===== config.mk =====
export PLATFORM = sky130hd
export DESIGN_NAME = gpio_debounce_32_flat
export DESIGN_NICKNAME = d
export VERILOG_FILES = /design/src/rtl/gpio_pkg.sv /design/src/rtl/gpio_debounce_32_if.sv /design/src/rtl/gpio_debounce_bit.sv /design/src/rtl/gpio_debounce_32.sv /design/src/flat_wrapper.sv
export SDC_FILE = /design/constraint.sdc
export NUM_CORES = 2
export LEC_CHECK = 0
export CAP_MARGIN = 40
export CORE_MARGIN = 5
export CORE_UTILIZATION = 40
export DETAILED_ROUTE_END_ITERATION = 10
export PLACE_DENSITY = 0.57
export RECOVER_POWER = 50
export SLEW_MARGIN = 0
export SYNTH_ARGS = -nofsm -noshare
export SYNTH_HDL_FRONTEND = slang
export SYNTH_SLANG_ARGS = --single-unit

===== constraint.sdc =====
create_clock -name PCLK -period 3.1 [get_ports PCLK]
set_clock_uncertainty 0.15 [all_clocks]
set_input_delay 0.31 -clock PCLK [delete_from_list [all_inputs] [get_ports PCLK]]
set_output_delay 0.31 -clock PCLK [all_outputs]
set_load 0.02 [all_outputs]

===== src/rtl/gpio_pkg.sv =====
// Shared GPIO constants used by the debouncer, register block and interrupt controller.
package gpio_pkg;

    localparam int unsigned NUM_GPIO    = 32;
    localparam int unsigned DB_CFG_W    = 16;
    localparam int unsigned SYNC_STAGES = 2;

endpackage : gpio_pkg


===== src/rtl/gpio_debounce_32_if.sv =====
// Pad-side and register-side signal bundle of the GPIO debouncer.
interface gpio_debounce_32_if #(
    parameter int unsigned NUM_GPIO = gpio_pkg::NUM_GPIO
);

    logic [NUM_GPIO-1:0]          gpio_pad_in;
    logic [gpio_pkg::DB_CFG_W-1:0] debounce_cfg;
    logic [NUM_GPIO-1:0]          gpio_in_db;
    logic [NUM_GPIO-1:0]          db_rise;
    logic [NUM_GPIO-1:0]          db_fall;

    modport master (
        output gpio_pad_in,
        output debounce_cfg,
        input  gpio_in_db,
        input  db_rise,
        input  db_fall
    );

    modport slave (
        input  gpio_pad_in,
        input  debounce_cfg,
        output gpio_in_db,
        output db_rise,
        output db_fall
    );

endinterface : gpio_debounce_32_if


===== src/rtl/gpio_debounce_bit.sv =====
// Single-pin debouncer: pad synchronizer, stability counter, debounced level and edge pulses.
module gpio_debounce_bit
    import gpio_pkg::*;
(
    input  logic                PCLK,
    input  logic                PRESETn,
    input  logic                pad,
    input  logic [DB_CFG_W-1:0] cfg,
    output logic                level,
    output logic                rise,
    output logic                fall
);

    logic [SYNC_STAGES-1:0] sync_ff;
    logic                   sync_q;
    logic [DB_CFG_W-1:0]    cnt;
    logic [DB_CFG_W-1:0]    cnt_nxt;
    logic [DB_CFG_W-1:0]    limit;
    logic                   differ;
    logic                   update;

    assign sync_q = sync_ff[SYNC_STAGES-1];

    // N=0 is treated as N=1 so the threshold never underflows.
    always_comb begin
        limit   = '0;
        differ  = 1'b0;
        update  = 1'b0;
        cnt_nxt = '0;
        if (cfg != '0) begin
            limit = cfg - DB_CFG_W'(1);
        end
        differ = (sync_q != level);
        update = differ && (cnt >= limit);
        if (differ && !update) begin
            cnt_nxt = cnt + DB_CFG_W'(1);
        end
    end

    always_ff @(posedge PCLK or negedge PRESETn) begin
        if (!PRESETn) begin
            sync_ff <= '0;
            cnt     <= '0;
            level   <= 1'b0;
            rise    <= 1'b0;
            fall    <= 1'b0;
        end else begin
            sync_ff <= {sync_ff[SYNC_STAGES-2:0], pad};
            cnt     <= cnt_nxt;
            rise    <= update &&  sync_q;
            fall    <= update && !sync_q;
            if (update) begin
                level <= sync_q;
            end
        end
    end

endmodule : gpio_debounce_bit


===== src/rtl/gpio_debounce_32.sv =====
// GPIO input debouncer: one independent per-pin filter for each of NUM_GPIO pads.
module gpio_debounce_32 #(
    parameter int unsigned NUM_GPIO = gpio_pkg::NUM_GPIO
) (
    input  logic               PCLK,
    input  logic               PRESETn,
    gpio_debounce_32_if.slave  bus
);

    logic [NUM_GPIO-1:0] level;
    logic [NUM_GPIO-1:0] rise;
    logic [NUM_GPIO-1:0] fall;

    for (genvar i = 0; i < NUM_GPIO; i++) begin : g_pin
        gpio_debounce_bit u_bit (
            .PCLK    (PCLK),
            .PRESETn (PRESETn),
            .pad     (bus.gpio_pad_in[i]),
            .cfg     (bus.debounce_cfg),
            .level   (level[i]),
            .rise    (rise[i]),
            .fall    (fall[i])
        );
    end

    assign bus.gpio_in_db = level;
    assign bus.db_rise    = rise;
    assign bus.db_fall    = fall;

endmodule : gpio_debounce_32


===== src/flat_wrapper.sv =====
// flat-port wrapper written by rule: the top's interface ports become plain ports
module gpio_debounce_32_flat 
#(
    parameter int unsigned NUM_GPIO = gpio_pkg::NUM_GPIO
)
  (PCLK, PRESETn, bus_gpio_pad_in, bus_debounce_cfg, bus_gpio_in_db, bus_db_rise, bus_db_fall);
  gpio_debounce_32_if #(.NUM_GPIO(NUM_GPIO)) bus_i ();
  input  logic PCLK;
  input  logic PRESETn;
  input wire logic [$bits(bus_i.gpio_pad_in)-1:0] bus_gpio_pad_in;
  input wire logic [$bits(bus_i.debounce_cfg)-1:0] bus_debounce_cfg;
  output wire logic [$bits(bus_i.gpio_in_db)-1:0] bus_gpio_in_db;
  output wire logic [$bits(bus_i.db_rise)-1:0] bus_db_rise;
  output wire logic [$bits(bus_i.db_fall)-1:0] bus_db_fall;
  assign bus_i.gpio_pad_in = bus_gpio_pad_in;
  assign bus_i.debounce_cfg = bus_debounce_cfg;
  assign bus_gpio_in_db = bus_i.gpio_in_db;
  assign bus_db_rise = bus_i.db_rise;
  assign bus_db_fall = bus_i.db_fall;
  gpio_debounce_32 #(.NUM_GPIO(NUM_GPIO)) u_core (.PCLK(PCLK), .PRESETn(PRESETn), .bus(bus_i));
endmodule

==> results.json <==
{
  "outcome": "finished, violations left",
  "violations": "capacitance limit, slew limit, setup timing",
  "grt_pass1_vias": 30700,
  "power.static_leakage_nw": 23.7,
  "fin_crit_ns": 3.17,
  "nets": 5213,
  "yosysUniqueCellTypes": 68,
  "wl_per_cell_um": 17.4,
  "timing.hold.worst.class": "in -> reg",
  "finalSetupTns_ns": -0.847,
  "area_delta_synth_final_pct": 28.7,
  "met1_usage": 0.273,
  "ys_seq_area_frac": 0.414,
  "placementRows": 117,
  "ys_ff_latch": 672,
  "gp_congestion": 0.816,
  "tightestPinTransition_ns": 1.67,
  "switchingPower_w": 0.00535,
  "grt.met3_usage": 0.0260,
  "cts_buffers": 81,
  "dp_slack_ns": -1.08,
  "coreArea_um2": 101000,
  "finalSetupViolCount": 48,
  "gr-max-usage-layer": "met2",
  "criticalPathCategory": "in -> reg",
  "numPortBuffers": 145,
  "routed_wl_um": 105000,
  "grt_pass1_wl_um": 166000,
  "grtUsageTotal": 0.190,
  "clkLatencyLatePin_ns": 0.65,
  "cts_tree": "built",
  "p_int_w": 0.0158,
  "p_comb_frac": 0.114,
  "powerDensity_nw_per_um2": 405,
  "synth.cells.most_frequent": "dfrtp_1, nor2_1, ha_1, nand2_1, xor2_1",
  "fillerInstances": 9104,
  "yosys.area.top_type_share": 0.414,
  "critPathMaxFanout": 8,
  "vias": 31300,
  "relSlewSlack": -0.111,
  "use_met2": 0.303,
  "firstDrtPassIters": 6,
  "ios": 146,
  "fin_cells": 6049,
  "fp.dieH_um": 329,
  "htreeDepth": 3,
  "yosysWarnings": 0,
  "min_path_cells": 1,
  "cp.arrival_ns": 3.55,
  "setup_ws_ns": -0.0712,
  "drt_iter0_markers": 1600,
  "sw_frac_of_total": 0.252,
  "hold_viol": 0,
  "vdd.ir_drop.worst_uv": 363,
  "clock_path_buffers": 3,
  "antenna_found_initial": 2,
  "end_kind": "register",
  "syn_area_um2": 40600,
  "synth_cells": 4083,
  "synth_area_leaders": "dfrtp_1, ha_1, xor2_1, nor2_1, xnor2_1",
  "grt_max_degree": 75,
  "p_seq_frac": 0.430,
  "drive_gt1_frac": 0.205,
  "drv_cap": 1,
  "slew_violations": 55,
  "fp.dieArea_um2": 108000,
  "place_inst": 5797,
  "yosysTopAreaCell": "dfrtp_1",
  "crit_path_start_kind": "input port",
  "rsz0062_at_grt": "yes",
  "post-route-period-util": 1.02,
  "synthArstFlopShare": 1.00,
  "antenna_left": 0,
  "pwr-share-clk": 0.456,
  "max_freq_mhz": 315,
  "synth_edf_count": 0,
  "avgSynthCellArea_um2": 9.95,
  "grt_overflow": 0,
  "place_hpwl_um": 71900,
  "ff2ff_path_depth": 6,
  "synth_ff_type": "dfrtp_1",
  "post_drt_via_cell_ratio": 5.17,
  "drc": 0,
  "synth.most_common_cell": "dfrtp_1",
  "die_x_um": 329,
  "worstPathRequired_ns": 3.48,
  "cts.sinks": 672,
  "syn_nets": 4679,
  "start_util": 0.401,
  "diodes": 0,
  "clk_pin_slew_ns": 0.06,
  "clock-root-buffer": "clkbuf_16"
}
==> stage by stage <==
step,hold slack (ns),power [W],instance area (um2),utilization
2_1_floorplan,-0.136,0.0103,41400,-
3_3_place_gp,0.182,0.0113,46600,0.460
3_5_place_dp,0.183,0.0114,46600,0.460
4_1_cts,0.0254,0.0214,50400,0.498
5_1_grt,0.155,0.0222,52300,0.516
6_report,0.171,0.0212,52300,0.516
==> kinds of logic after synthesis <==
kind of cell | after synthesis | synth area share
DFF | 672 | 0.414
buffers and inverters | 240 | 0.0323
adders and majority gates | 546 | 0.168
AOI/OAI and AO/OA | 425 | 0.0672
and+or+nand+nor | 1677 | 0.204
muxes | 33 | 0.00921
xor gates and xnor gates | 490 | 0.106
==> cell type report <==
type                       instances  area [um2]  share of cell area
tap                             1368        1710              0.0327
clock inverter                    31         295             0.00565
inverter                          99         374             0.00715
sequential                       672       16800               0.322
clock buffer                     116        2420              0.0463
multi-input combinational       3171       25000               0.477
timing repair buffer             592        5720               0.109
==> critical path, stage by stage <==
cell and delay [ns]:
buf_6 0.10, nor4_4 0.26, buf_4 0.16, nand4b_1 0.17, nor3_2 0.24, xor2_1 0.27
nand2_4 0.13, buf_12 0.19, ha_4 0.28, nand4_1 0.10, or3b_1 0.37, or4_4 0.44
o211ai_4 0.17, mux2_4 0.33
==> power groups by stage <==
stage / logic [W] / clock network, W / registers [W]
floorplan: 0.00105 / 0 / 0.00920
global placement: 0.00210 / 0 / 0.00925
detailed placement: 0.00213 / 0 / 0.00925
CTS: 0.00228 / 0.0100 / 0.00909
global route: 0.00269 / 0.0104 / 0.00912
finish: 0.00241 / 0.00967 / 0.00910
==> routing by layer <==
metal,share of wire,vias to the layer above
li1,-,15500
met5,0,-
met3,0.035,136
met1,0.49,15200
met2,0.45,436
met4,0.021,0
==> state kept, by name, indices dropped and copies added, names as in the netlist <==
name / count
u_core.g_pin.u_bit.fall: 32
u_core.g_pin.u_bit.cnt: 512
u_core.g_pin.u_bit.rise: 32
u_core.g_pin.u_bit.level: 32
u_core.g_pin.u_bit.sync_ff: 64
==> path summary, 6_finish.rpt <==
path                                                           to  slack (ns)                         startpoint
worst max register to register       u_core.g_pin[20].u_bit.level        0.54     u_core.g_pin[20].u_bit.cnt[10]
worst min-delay path            u_core.g_pin[20].u_bit.sync_ff[0]        0.17                bus_gpio_pad_in[20]
worst min register to register  u_core.g_pin[31].u_bit.sync_ff[1]        0.20  u_core.g_pin[31].u_bit.sync_ff[0]
worst max-delay path                 u_core.g_pin[20].u_bit.level       -0.07                bus_debounce_cfg[0]
min in group asynchronous              u_core.g_pin[0].u_bit.rise        0.49                            PRESETn
max in group asynchronous           u_core.g_pin[22].u_bit.cnt[5]        0.35                            PRESETn
==> placed cells by master, fill, tap and decap left out, drive strengths merged, types with 12 or more instances in the layout <==
master         count
o21ai             75
o211ai            29
nor4              29
clkinv            21
nand4            115
and4              49
a2111o            17
a211oi            12
nor3b             42
dlygate4sd3       64
a31oi             19
clkdlybuf4s50     96
a21oi            182
buf              387
nand2            285
dfrtp            672
nand2b            33
xor2             264
and3b             33
o21a              17
nor3             149
inv              101
xnor2            226
and3              84
a21o              17
nor2             579
or2               13
mux2              32
clkbuf           152
ha               546
nand3            235
==> what timing repair did <==
item / CTS / global route
pin swaps: 41 / 161
cloned: 2 / 12
setup buffers: 31 / 34
hold buffers: 32 / 0
setup endpoints to repair: 604 / 604
endpoints found under the hold margin: 296 / 0
gates resized for setup: 81 / 341
Note: power is estimated with default switching activity, not from simulation.
